--- src/rtl/reset_sequencer.sv ---
// Reset sequencer: synchronizes deassertion of rst, holds all domains in reset,
// then releases them one at a time in index order and tracks run time and sequence count.
module reset_sequencer #(
    parameter int NUM_DOMAINS     = 3,
    parameter int SYNC_STAGES     = 2,
    parameter int HOLD_CYCLES     = 8,
    parameter int GAP_CYCLES      = 4,
    parameter int CYCLE_CNT_WIDTH = 32
) (
    input  logic                       clk,
    input  logic                       rst,
    input  logic                       sw_reset_req,
    output logic [NUM_DOMAINS-1:0]     domain_rst,
    output logic                       all_released,
    output logic [CYCLE_CNT_WIDTH-1:0] cycle_count,
    output logic [7:0]                 reset_count
);

    localparam int MAX_WAIT = (HOLD_CYCLES > GAP_CYCLES) ? HOLD_CYCLES : GAP_CYCLES;
    localparam int CNT_W    = $clog2(MAX_WAIT + 1);
    localparam int IDX_W    = (NUM_DOMAINS > 1) ? $clog2(NUM_DOMAINS) : 1;

    localparam logic [CNT_W-1:0] HOLD_LOAD = CNT_W'(HOLD_CYCLES - 1);
    localparam logic [CNT_W-1:0] GAP_LOAD  = CNT_W'(GAP_CYCLES - 1);
    localparam logic [IDX_W-1:0] LAST_IDX  = IDX_W'(NUM_DOMAINS - 1);

    generate
        if (NUM_DOMAINS < 1 || HOLD_CYCLES < 1 || GAP_CYCLES < 1 || SYNC_STAGES < 2) begin : g_bad_params
            $error("reset_sequencer: illegal parameter combination");
        end
    endgenerate

    typedef enum logic [1:0] {SYNC, HOLD, RELEASE, RUN} state_t;

    state_t                 state;
    logic [SYNC_STAGES-2:0] sync_q;
    logic [CNT_W-1:0]       wait_cnt;
    logic [IDX_W-1:0]       idx;

    // Leaving SYNC acts as the final synchronizer stage, so T0 coincides with
    // the edge at which the full SYNC_STAGES-deep chain would first read 0.
    always_ff @(posedge clk or posedge rst) begin
        if (rst) begin
            sync_q <= '1;
        end else begin
            sync_q <= sync_q << 1;
        end
    end

    always_ff @(posedge clk or posedge rst) begin
        if (rst) begin
            state        <= SYNC;
            domain_rst   <= '1;
            all_released <= 1'b0;
            cycle_count  <= '0;
            reset_count  <= '0;
            wait_cnt     <= '0;
            idx          <= '0;
        end else if (state == SYNC) begin
            if (!sync_q[SYNC_STAGES-2]) begin
                state    <= HOLD;
                wait_cnt <= HOLD_LOAD;
                idx      <= '0;
            end
        end else if (sw_reset_req) begin
            state        <= HOLD;
            wait_cnt     <= HOLD_LOAD;
            idx          <= '0;
            domain_rst   <= '1;
            all_released <= 1'b0;
            cycle_count  <= '0;
        end else begin
            case (state)
                HOLD, RELEASE: begin
                    if (wait_cnt != '0) begin
                        wait_cnt <= wait_cnt - CNT_W'(1);
                    end else begin
                        domain_rst[idx] <= 1'b0;
                        wait_cnt        <= GAP_LOAD;
                        idx             <= idx + IDX_W'(1);
                        if (idx == LAST_IDX) begin
                            state        <= RUN;
                            all_released <= 1'b1;
                            cycle_count  <= '0;
                            if (reset_count != 8'hFF) begin
                                reset_count <= reset_count + 8'd1;
                            end
                        end else begin
                            state <= RELEASE;
                        end
                    end
                end
                RUN: begin
                    if (cycle_count != '1) begin
                        cycle_count <= cycle_count + CYCLE_CNT_WIDTH'(1);
                    end
                end
                default: begin
                    state <= SYNC;
                end
            endcase
        end
    end

endmodule

--- config.mk ---
export PLATFORM = sky130hd
export DESIGN_NAME = reset_sequencer
export DESIGN_NICKNAME = d
export VERILOG_FILES = /design/src/rtl/reset_sequencer.sv
export SDC_FILE = /design/constraint.sdc
export NUM_CORES = 1
export LEC_CHECK = 0
export CAP_MARGIN = 40
export CORE_ASPECT_RATIO = 1.4
export CORE_MARGIN = 4
export CORE_UTILIZATION = 39
export CTS_CLUSTER_DIAMETER = 60
export CTS_CLUSTER_SIZE = 16
export DETAILED_ROUTE_END_ITERATION = 6
export GPL_TIMING_DRIVEN = 0
export SLEW_MARGIN = 5
export SYNTH_ARGS = -nofsm -noshare
export SYNTH_HDL_FRONTEND = slang
export SYNTH_SLANG_ARGS = --single-unit
--- constraint.sdc ---
create_clock -name clk -period 6.5 [get_ports clk]
set_clock_uncertainty 0.15 [all_clocks]
set_input_delay 1.3 -clock clk [delete_from_list [all_inputs] [get_ports clk]]
set_output_delay 1.3 -clock clk [all_outputs]
set_load 0.01 [all_outputs]
==> run_results.csv <==
group,metric,value,unit
status,status,"complete, no violations",
pwr,peakVddDrop,0.174,mV
drt,wl_met1,3430,um
grt,grt-ovfl-total,0,
placed_design,post_dp_cell_area,3680,um2
worst_setup_path,start_kind,"input pin",
finish,area_growth,24.0,%
logic_synthesis,yosysWarnings,0,
clock_tree,cts_buffer_depth,2,
sta,period_share,0.520,
logic_synthesis,syn_nets,334,
worst_setup_path,crit_arrival,3.45,ns
clock_tree,cts.clk_slew.worst_paths,0.10,ns
sta,tightest_slew,0.898,ns
placed_design,globalplace.congestion,0.890,
worst_setup_path,path_cells,"clkdlybuf4s50_1 -> clkbuf_1 -> a21oi_1 -> a21o_1 -> buf_2 -> clkbuf_1 -> o31ai_1 -> o41ai_1",
logic_synthesis,synth_cells,323,
clock_tree,cts.hold.buffers_added,0,
logic_synthesis,synthArstFlopShare,1.00,
drt,wl_met3,372,um
clock_tree,cts_tree,"built",
sta,fmax,296,MHz
clock_tree,cts_max_level,2,
finish,design_area,3820,um2
drt,wl_met2,4470,um
floorplan,start_util,0.400,
floorplan,die_y,113,um
sta,finalHoldViolCount,0,
sta,rsz0062_at_grt,"false",
worst_setup_path,end_kind,"register",
placed_design,io_buffers,46,
logic_synthesis,yosysTopAreaCell,"dfrtp_1",
sta,final.setup.worst_slack,3.12,ns
logic_synthesis,yosysTopAreaCellShare,0.398,
placed_design,preCtsSetupSlack,2.80,ns
finish,fillerInstances,768,
logic_synthesis,synth_flop_cell,"dfrtp_1",
logic_synthesis,synth_compound_area_frac,0.203,
logic_synthesis,synth-xor-area-share,0.0256,
logic_synthesis,netlist_area,3080,um2
hold_path,worstHoldPathCells,2,
drt,wl_per_cell,17.6,um
floorplan,rows,38,
pwr,p_leak,0.00154,uW
logic_synthesis,seq_area_frac_synth,0.432,
logic_synthesis,synth-adder-area-share,0.0325,
drt,drtPass1Iterations,4,
drt,vias,2738,
finish,diodes,0,
finish,final_core_util,0.496,
worst_setup_path,critPathMostFrequentCell,"clkbuf_1",
logic_synthesis,yosys_register_bits,53,
clock_tree,clock_sink_count,53,
grt,grt_max_degree,36,
drt,highest_layer,"met4",
drt,vias_per_cell,5.73,
floorplan,die-area,9400,um2
sta,min_period,3.38,ns
logic_synthesis,synth_edf_count,0,
grt,track_usage,0.181,
floorplan,core,7700,um2
logic_synthesis,synth.avg_cell_area,9.53,um2
finish,drive_above_1_share,0.114,
drt,route.detailed.drc,0,
sta,slew_violations,0,
grt,antenna_found_initial,0,
placed_design,dp_hpwl,6150,um
clock_tree,cts_resized,0,
grt,grt_pass1_vias,2705,
sta,tns,0,ns
floorplan,dieWidth,83.1,um
drt,drt-initial-drc-count,124,
sta,setup_violations,0,
finish,layout.nets,388,
pwr,power_density,242,nW/um2
grt,grt_pass1_wl,13900,um
sta,slew_headroom,0.396,
worst_setup_path,cp_max_fo,10,
worst_setup_path,slowest_delay,0.46,ns
logic_synthesis,yosys.cell_types.count,62,
finish,layout_common_cells,"49 x dfrtp_1, 46 x clkdlybuf4s50_1, 35 x nand2_1",
worst_setup_path,reg2regPathDepth,6,
logic_synthesis,ys_top_cells_by_area,"dfrtp_1 40%, nand2_1 4.3%, a31oi_1 3.7%",
clock_tree,post-cts-setup-buffers,0,
hold_path,hold_class,"reg2reg",
worst_setup_path,critPathKind,"in2reg",
clock_tree,cts_root_buf,"clkbuf_8",
job,maxCapViolations,0,
clock_tree,cts_made_buffers,5,
worst_setup_path,slowest_stage,"clkbuf_1",
logic_synthesis,synth_top_family_by_area,"simple AND/OR/NAND/NOR gates",
finish,mostFrequentLayoutCell,"dfrtp_1",
drt,finalWirelength,8410,um
clock_tree,insertion_delay,0.32,ns
floorplan,io_pins,47,
logic_synthesis,muxShareOfSynthArea,0.0102,
drt,ant_nets,0,
worst_setup_path,cp.required,6.57,ns
logic_synthesis,synthSimpleGateAreaFrac,0.250,
## where the power goes
group	switching (uW)	internal (uW)	leakage, uW
Clock	116	153	0.0000681
Sequential	21.2	363	0.000708
Combinational	173	96.3	0.000766
Total	311	612	0.00154
## synthesized netlist by cell type, drive strengths merged (3+ instances only)
cell type / instances
or4: 3
a21oi: 8
o41ai: 4
clkbuf: 6
buf: 8
o22a: 3
a31oi: 19
o311ai: 10
nand3: 14
dfrtp: 49
nand2: 36
and3: 8
nor2: 14
or3: 3
o31ai: 13
a41oi: 4
and2: 7
ha: 8
dfstp: 4
xnor2: 8
inv: 17
nand4: 14
and4: 4
a21o: 4
nor4: 8
o21ai: 18
nor3: 7
## area by class of cell
cell class | count | area [um2] | share of cell area
inverters | 17 | 63.8 | 0.0167
multi-input cells | 239 | 1610 | 0.422
plain buffers | 14 | 73.8 | 0.0193
flip-flops and latches | 53 | 1330 | 0.349
repair buffers | 47 | 480 | 0.126
clock buffers | 5 | 68.8 | 0.0180
well taps | 100 | 125 | 0.0328
clock inverters | 3 | 65.1 | 0.0170
## registers in the layout (all words and copies together) (netlist names)
signal        count
sync_q            1
reset_count       8
all_released      1
state             2
cycle_count      32
wait_cnt          4
domain_rst        3
idx               2
## worst max-delay path: cells and delay by family
kind / cells / cell delay (ns)
buffers and inverters: 4 / 1.31
AOI/OAI and AO/OA: 4 / 0.83
## layer usage
layer  track usage  up-vias
li1              -     1336
met1         0.202     1337
met2         0.343       56
met3        0.0379        9
met4        0.0556        0
met5             0        -
## path summary, 6_finish.rpt
path,start,endpoint,slack (ns)
setup reg to reg,cycle_count[0],cycle_count[20],3.73
min in group asynchronous,rst,cycle_count[8],1.15
hold reg to reg,domain_rst[2],domain_rst[2],0.31
max in group asynchronous,rst,domain_rst[2],4.44
hold / removal,domain_rst[2],domain_rst[2],0.31
setup / recovery,sw_reset_req,cycle_count[23],3.12
## kinds of logic after synthesis
logic type / count (synthesis)
compound gates: 89
xor+xnor: 9
fa+ha+maj: 8
buf+inv: 31
flops: 53
mux: 3
other cells: 1
simple gates: 129
## through the flow
stage | std cells | hold WS (ns) | power (uW)
6_report | 478 | 0.312 | 923
5_1_grt | 478 | 0.342 | 977
4_1_cts | 478 | 0.318 | 931
3_5_place_dp | 470 | 0.302 | 661
3_3_place_gp | 469 | 0.297 | 654
2_1_floorplan | 323 | 0.315 | 570
No activity file was read; power rests on OpenSTA's default activity.
